**src/rtl/fx2_in_writer.sv**
```systemverilog
// FX2LP slave-FIFO IN writer: moves a valid/ready word stream onto fd/slwr_n,
// honours ff_n and commits short packets with pktend_n on flush or idle timeout.
module fx2_in_writer #(
    parameter int unsigned PKT_WORDS = 256,
    parameter int unsigned TIMEOUT   = 64,
    parameter bit          ZLP_EN    = 1'b0,
    parameter logic [1:0]  FIFOADR   = 2'b10
) (
    input  logic        ifclk,
    input  logic        rst,
    input  logic [15:0] in_data,
    input  logic        in_valid,
    output logic        in_ready,
    input  logic        flush,
    input  logic        ff_n,
    output logic [15:0] fd_out,
    output logic        fd_oe,
    output logic        slwr_n,
    output logic        slrd_n,
    output logic        sloe_n,
    output logic        pktend_n,
    output logic [1:0]  fifoadr,
    output logic        busy
);

    localparam int WW = (PKT_WORDS > 1) ? $clog2(PKT_WORDS) : 1;
    localparam int IW = (TIMEOUT > 1) ? $clog2(TIMEOUT) : 1;
    localparam logic [WW-1:0] CNT_LAST  = WW'(PKT_WORDS - 1);
    localparam logic [IW-1:0] IDLE_LAST = IW'(TIMEOUT - 1);

    typedef enum logic [1:0] {IDLE, WRITE, PKTEND} state_t;

    state_t         state, state_nxt;
    logic [15:0]    buf_mem [2];
    logic           wr_ptr, rd_ptr;
    logic [1:0]     occ;
    logic [WW-1:0]  word_cnt;
    logic [IW-1:0]  idle_cnt;
    logic           flush_pend;
    logic           push, do_write, do_pktend, do_drop;
    logic           idle_tick, timeout_hit;

    assign in_ready = (occ != 2'd2) && !rst;
    assign push     = in_valid && in_ready;

    // NOTE: every signal written here gets a default first, so no path leaves one unassigned and no latch is inferred.
    always_comb begin
        state_nxt = IDLE;
        do_write  = 1'b0;
        do_pktend = 1'b0;
        do_drop   = 1'b0;
        if (state != PKTEND) begin
            if (occ != 2'd0 && ff_n) begin
                do_write  = 1'b1;
                state_nxt = WRITE;
            end else if (flush_pend && occ == 2'd0) begin
                if (word_cnt != '0 || ZLP_EN) begin
                    // Commit waits for room in the FX2 FIFO.
                    if (ff_n) begin
                        do_pktend = 1'b1;
                        state_nxt = PKTEND;
                    end
                end else begin
                    do_drop = 1'b1;
                end
            end
        end
    end

    assign idle_tick   = (occ == 2'd0) && (word_cnt != '0);
    assign timeout_hit = (TIMEOUT != 0) && idle_tick && (idle_cnt == IDLE_LAST);

    // NOTE: sequential state uses non-blocking assignments so every register samples pre-edge values.
    always_ff @(posedge ifclk) begin
        if (rst) state <= IDLE;
        else     state <= state_nxt;
    end

    // NOTE: the two data slots are not reset; occupancy alone says which hold valid words.
    always_ff @(posedge ifclk) begin
        if (push) buf_mem[wr_ptr] <= in_data;
    end

    always_ff @(posedge ifclk) begin
        if (rst) begin
            wr_ptr <= 1'b0;
            rd_ptr <= 1'b0;
            occ    <= 2'd0;
        end else begin
            if (push)     wr_ptr <= ~wr_ptr;
            if (do_write) rd_ptr <= ~rd_ptr;
            case ({push, do_write})
                2'b10:   occ <= occ + 2'd1;
                2'b01:   occ <= occ - 2'd1;
                default: occ <= occ;
            endcase
        end
    end

    always_ff @(posedge ifclk) begin
        if (rst) begin
            fd_out     <= 16'h0000;
            fd_oe      <= 1'b0;
            slwr_n     <= 1'b1;
            pktend_n   <= 1'b1;
            word_cnt   <= '0;
            idle_cnt   <= '0;
            flush_pend <= 1'b0;
        end else begin
            fd_oe    <= 1'b1;
            slwr_n   <= !do_write;
            pktend_n <= !do_pktend;

            // Wrap to zero is the FX2 AUTOIN commit; no pktend needed there.
            if (do_write) begin
                fd_out   <= buf_mem[rd_ptr];
                word_cnt <= (word_cnt == CNT_LAST) ? '0 : word_cnt + 1'b1;
            end else if (do_pktend) begin
                word_cnt <= '0;
            end

            if (do_write || do_pktend)
                idle_cnt <= '0;
            else if (idle_tick && idle_cnt != IDLE_LAST)
                idle_cnt <= idle_cnt + 1'b1;

            // A flush arriving while the pktend goes out is absorbed.
            if (do_pktend || do_drop)
                flush_pend <= 1'b0;
            else if ((flush && state != PKTEND) || timeout_hit)
                flush_pend <= 1'b1;
        end
    end

    assign busy    = (occ != 2'd0) || flush_pend || (word_cnt != '0);
    assign slrd_n  = 1'b1;
    assign sloe_n  = 1'b1;
    assign fifoadr = FIFOADR;

endmodule

```
**config.mk**
```make
export PLATFORM = sky130hd
export DESIGN_NAME = fx2_in_writer
export DESIGN_NICKNAME = d
export VERILOG_FILES = /design/src/rtl/fx2_in_writer.sv
export SDC_FILE = /design/constraint.sdc
export NUM_CORES = 1
export LEC_CHECK = 0
export ABC_AREA = 1
export CORE_MARGIN = 3
export CORE_UTILIZATION = 48
export CTS_CLUSTER_DIAMETER = 40
export DETAILED_ROUTE_END_ITERATION = 7
export PLACE_DENSITY = 0.75
export SLEW_MARGIN = 25
export SYNTH_ARGS = -nofsm -noshare
export SYNTH_HDL_FRONTEND = slang
export SYNTH_SLANG_ARGS = --single-unit
```
**constraint.sdc**
```tcl
create_clock -name ifclk -period 1.94 [get_ports ifclk]
set_input_delay 0.582 -clock ifclk [delete_from_list [all_inputs] [get_ports ifclk]]
set_output_delay 0.582 -clock ifclk [all_outputs]
set_load 0.05 [all_outputs]
```
### After elaboration in Yosys (flattened, before gate mapping)

Memories as Yosys holds them, arrays and structs flattened. A register that Yosys moved wholly into a read port is not among the register bits.
Index checks and enable logic that the tools add are counted.

* memory bits (writable): 32
* output and inout bits: 25
* input port bits: 21
* logic and storage cells: 75
* register bits: 24
* memories: 1

* eq/ne operators: 7
* bitwise operators: 5
* reduce and logical (&&, ||, !) cells: 25
* $add $sub $neg: 4
* multiplexer cells: 22

Memories
* buf_mem: words 2, bits a word 16, rd ports 1, clocked after memory_dff 1, wr ports 1, RTL line 34 `logic [15:0] buf_mem [2];`

Operator list (number)
* $mux W8: 3
* $mux W1: 17
* $add A8 B1 Y8 const B: 1
* $eq A8 B8 Y1 const B: 1
* $logic_and A1 B1 Y1: 8
* $reduce_bool A8 Y1: 1
* $add A6 B1 Y6 const B: 1
* $eq A6 B6 Y1 const B: 1
* $ne A6 B6 Y1 const B: 1
* $reduce_bool A2 Y1: 3
* $reduce_or A2 Y1: 3
* $logic_or A1 B1 Y1: 5
* $not A1 Y1: 5
* $reduce_or A5 Y1: 1
* $ne A2 B2 Y1 const B: 2
* $pmux W2 S2: 1
* $logic_not A1 Y1: 3
* $add A2 B1 Y2 const B: 1
* $eq A2 B1 Y1 const B: 1
* $eq A2 B2 Y1 const B: 1
* $logic_not A2 Y1: 1
* $mux W2: 1
* $sub A2 B1 Y2 const B: 1

### Logic depth before layout (Yosys ltp)

* word-level depth: 7
* mapped depth: 10
* mapped depth without buffers: 9

### Least setup slack after synthesis

OpenSTA, ideal clock, no wires.

* path kind: input-to-reg
* start point: in rst
* end point: mem buf_mem[0][0], enable pin
* stages: 3
* setup time: 0.389 ns
* arrival time: 2.414 ns
* data required time: 1.551 ns
* buffers on the path: 0
* slack: -0.863 ns
* cells stage by stage: a21oi_1 nand2_1 nor2_1

* longest elaborated chain between the ends: 5

RTL lines
* start, declared: RTL line 10 `input logic rst,`
* $logic_not A1 Y1: RTL line 43 `assign in_ready = (occ != 2'd2) && !rst;`
* $logic_and A1 B1 Y1: RTL line 43
* $logic_and A1 B1 Y1: RTL line 44 `assign push = in_valid && in_ready;`
* $mux W1: RTL line 81 `if (push) buf_mem[wr_ptr] <= in_data;`
* $mux W1 (not written as such): RTL line 81
* end, declared: RTL line 34

No other way between the ends.

### Worst setup path after layout

* start point: reg word_cnt[1]
* end point: out busy

* longest elaborated chain between the ends: 2

RTL lines
* start, declared: RTL line 37 `logic [WW-1:0] word_cnt;`
* start signal, assigned: RTL line 117 `word_cnt <= (word_cnt == CNT_LAST) ? '0 : word_cnt + 1'b1;`
* $reduce_bool A8 Y1: RTL line 135 `assign busy = (occ != 2'd0) || flush_pend || (word_cnt != '0);`
* $logic_or A1 B1 Y1: RTL line 135
* end, declared: RTL line 23 `output logic busy`

No other way between the ends.

==> flow_summary.yaml <==
status:
  outcome: "finished, final reports clean"
die:
  die-area_sq_um: 7210
  rows: 28
  die_h_um: 84.9
  core_area_sq_um: 5990
  initial_core_util_pct: 49.9
  die_w_um: 84.9
  ios: 46
detailed_routing:
  drc: 0
  dr.first_iter.drc_count: 74
  wl_um: 5500
  vias_per_cell: 5.07
  drt_pass1_iterations: 4
  wl_per_cell_um: 12.7
  drtAntennaViolNets: 0
  num_vias: 2206
placed_design:
  gp_congestion: 0.816
  dp_slack_ps: -237
  dp_hpwl_um: 3690
  dpl_cell_area_sq_um: 3510
  io_buffer_count: 41
timing:
  hold_violations: 0
  period_share_pct: 97.2
  max_freq_ghz: 0.530
  maxSlewHeadroom_pct: 64.8
  skew_ps: 8.94
  fin_ws_ps: 54.6
  worstMarginPinSlew_ps: 525
  final.setup.tns_ps: 0
  slew_viol_final: 0
  rsz0062_at_grt: "yes"
  holdWs_ps: 498
  finalSetupViolations: 0
  fin_crit_ps: 1890
synthesis:
  synthMuxAreaShare_pct: 0
  synth_top_family_by_area: "simple AND/OR/NAND/NOR gates"
  synth_xor_area_share_pct: 0.879
  synth_top_area_share_pct: 32.1
  yosys.area_share.simple_pct: 22.4
  yosysTopAreaCell: "edfxtp_1"
  yosys_register_bits: 72
  synth_warnings: 0
  synth.area.top_cells: "edfxtp_1 32%, dfxtp_1 27%, nand2_1 9.3%"
  synth_compound_area_share_pct: 9.79
  syn_avg_cell_area_sq_um: 9.93
  ys_types: 32
  ys_seq_area_share_pct: 58.9
  synthAdderAreaFrac_pct: 1.67
  syn_area_sq_um: 2990
  postSynthCellCount: 301
grt:
  gr-usage-all-layers_pct: 16.7
  gr-usage-met2_pct: 28.1
  overflow: 0
  antenna_found_initial: 0
  grt_max_degree: 34
  use_met1_pct: 20.1
  busiest_layer: "met2"
  grt_pass1_wl_um: 9510
  grt_pass1_vias: 2081
  use_met3_pct: 5.24
final_layout:
  finalInstanceArea_sq_um: 3740
  drive_gt1_share_pct: 21.9
  n_antenna_cell: 0
  fin_nets: 380
  most-common-layout-cells: "72 x nand2_1, 36 x dfxtp_1, 33 x nand3_1"
  area_growth_pct: 25.2
  final_common_cell: "nand2_1"
clock_network:
  cts_buffers: 9
  clkTransAtPathRegs_ps: 80
  cts-hold-fix-buffers: 0
  ctsHtreeMaxLevel: 3
  cts.sinks: 72
  cts_tree: "built"
  root_buffer: "clkbuf_8"
  insertion_delay_ps: 350
  clockBufferDepth: 2
power_and_ir_drop:
  power.leakage_nw: 1.59
  total_power_mw: 3.72
  cellPowerDensity_nw_per_um2: 993
  ir_worst_vdd_mv: 0.784
critical_path:
  crit_slowest_cell: "dfxtp_2"
  critical_path_peak_fanout: 2
  crit_required_ps: 1360
  critPathMaxStageDelay_ps: 330
  path_class: "reg2out"
  crit_path_end_kind: "primary output"
  arrival_ps: 1300
  crit_path_start_kind: "register"
  crit_path_cell_trace: "inv_1, ha_4, nand2_1, nor2_2, nand2_2, buf_12"
min_path:
  hold_class: "reg2reg"
flow_run:
  cap_violations: 0
## synthesized netlist by cell type (all sizes together)
cell,n
nand2,77
dfxtp,40
nand3,35
edfxtp,32
nor2,21
inv,20
o211a,16
a21oi,15
buf,11
nand4,7
o21ai,7
ha,4
clkbuf,3
conb,2
o21bai,2
xnor2,2
clkinv,1
nand3b,1
nor3,1
nor3b,1
o211ai,1
or2,1
xor2,1
## where the power goes
part,switching (mW),leakage (nW),internal (mW)
Combinational,0.567,0.887,0.316
Clock,0.593,0.0866,0.476
Sequential,0.0635,0.621,1.70
Total,1.22,1.59,2.49
## final timing paths
| path | cells past startpoint | end | from | slack [ps] |
|---|---|---|---|---|
| worst max-delay path | 6 | busy | word_cnt[1]$_SDFFE_PP0P_ | 50 |
| worst min-delay path | 2 | idle_cnt[4]$_SDFFE_PP0P_ | idle_cnt[4]$_SDFFE_PP0P_ | 500 |
| worst max register to register | 8 | occ[1]$_SDFFE_PP0P_ | occ[0]$_SDFFE_PP0P_ | 390 |
| worst min register to register | 2 | idle_cnt[4]$_SDFFE_PP0P_ | idle_cnt[4]$_SDFFE_PP0P_ | 500 |
## routing by layer
| metal | part of all wire (%) | up-vias |
|---|---|---|
| li1 | - | 1125 |
| met1 | 43 | 1012 |
| met2 | 50 | 61 |
| met3 | 5.4 | 8 |
| met4 | 1.3 | 0 |
| met5 | 0 | - |
## state kept, by name, summed over array words and instances, names as in the netlist
register	count
idle_cnt	6
wr_ptr	1
occ	2
word_cnt	8
state	2
fd_out	16
rd_ptr	1
buf_mem	32
slwr_n	1
fd_oe	1
flush_pend	1
pktend_n	1
## per-stage QoR
step,instances,utilization [%]
3_3_place_gp,416,58.7
3_5_place_dp,416,58.7
4_1_cts,435,62.3
2_1_floorplan,303,-
6_report,435,62.5
5_1_grt,435,62.5
## kinds of logic after synthesis
kind of cell    count (synthesis)
flops                          72
fa+ha+maj                       4
compound gates                 41
simple gates                  144
buf+inv                        35
xor+xnor                        3
other cells                     2
## worst max-delay path: cells and delay by family, from the launching register on
family / cells / cell delay, ps
flops: 1 / 330
buf+inv: 2 / 230
fa+ha+maj: 1 / 130
simple gates: 3 / 270
## layout make-up
| class | count | area [sq um] |
|---|---|---|
| Sequential cell | 72 | 1770 |
| Inverter | 21 | 81.3 |
| Clock inverter | 7 | 55.1 |
| Fill cell | 499 | 2250 |
| Clock buffer | 9 | 124 |
| Tap cell | 75 | 93.8 |
| Multi-Input combinational cell | 196 | 1110 |
| Timing Repair Buffer | 55 | 512 |
## what timing repair did
action,in CTS,in global routing
pin swaps,2,0
endpoints found under the setup margin,2,2
buffers inserted,3,0
resized for setup,8,3
cloned,0,0
Note: power is estimated with default switching activity, not from simulation.
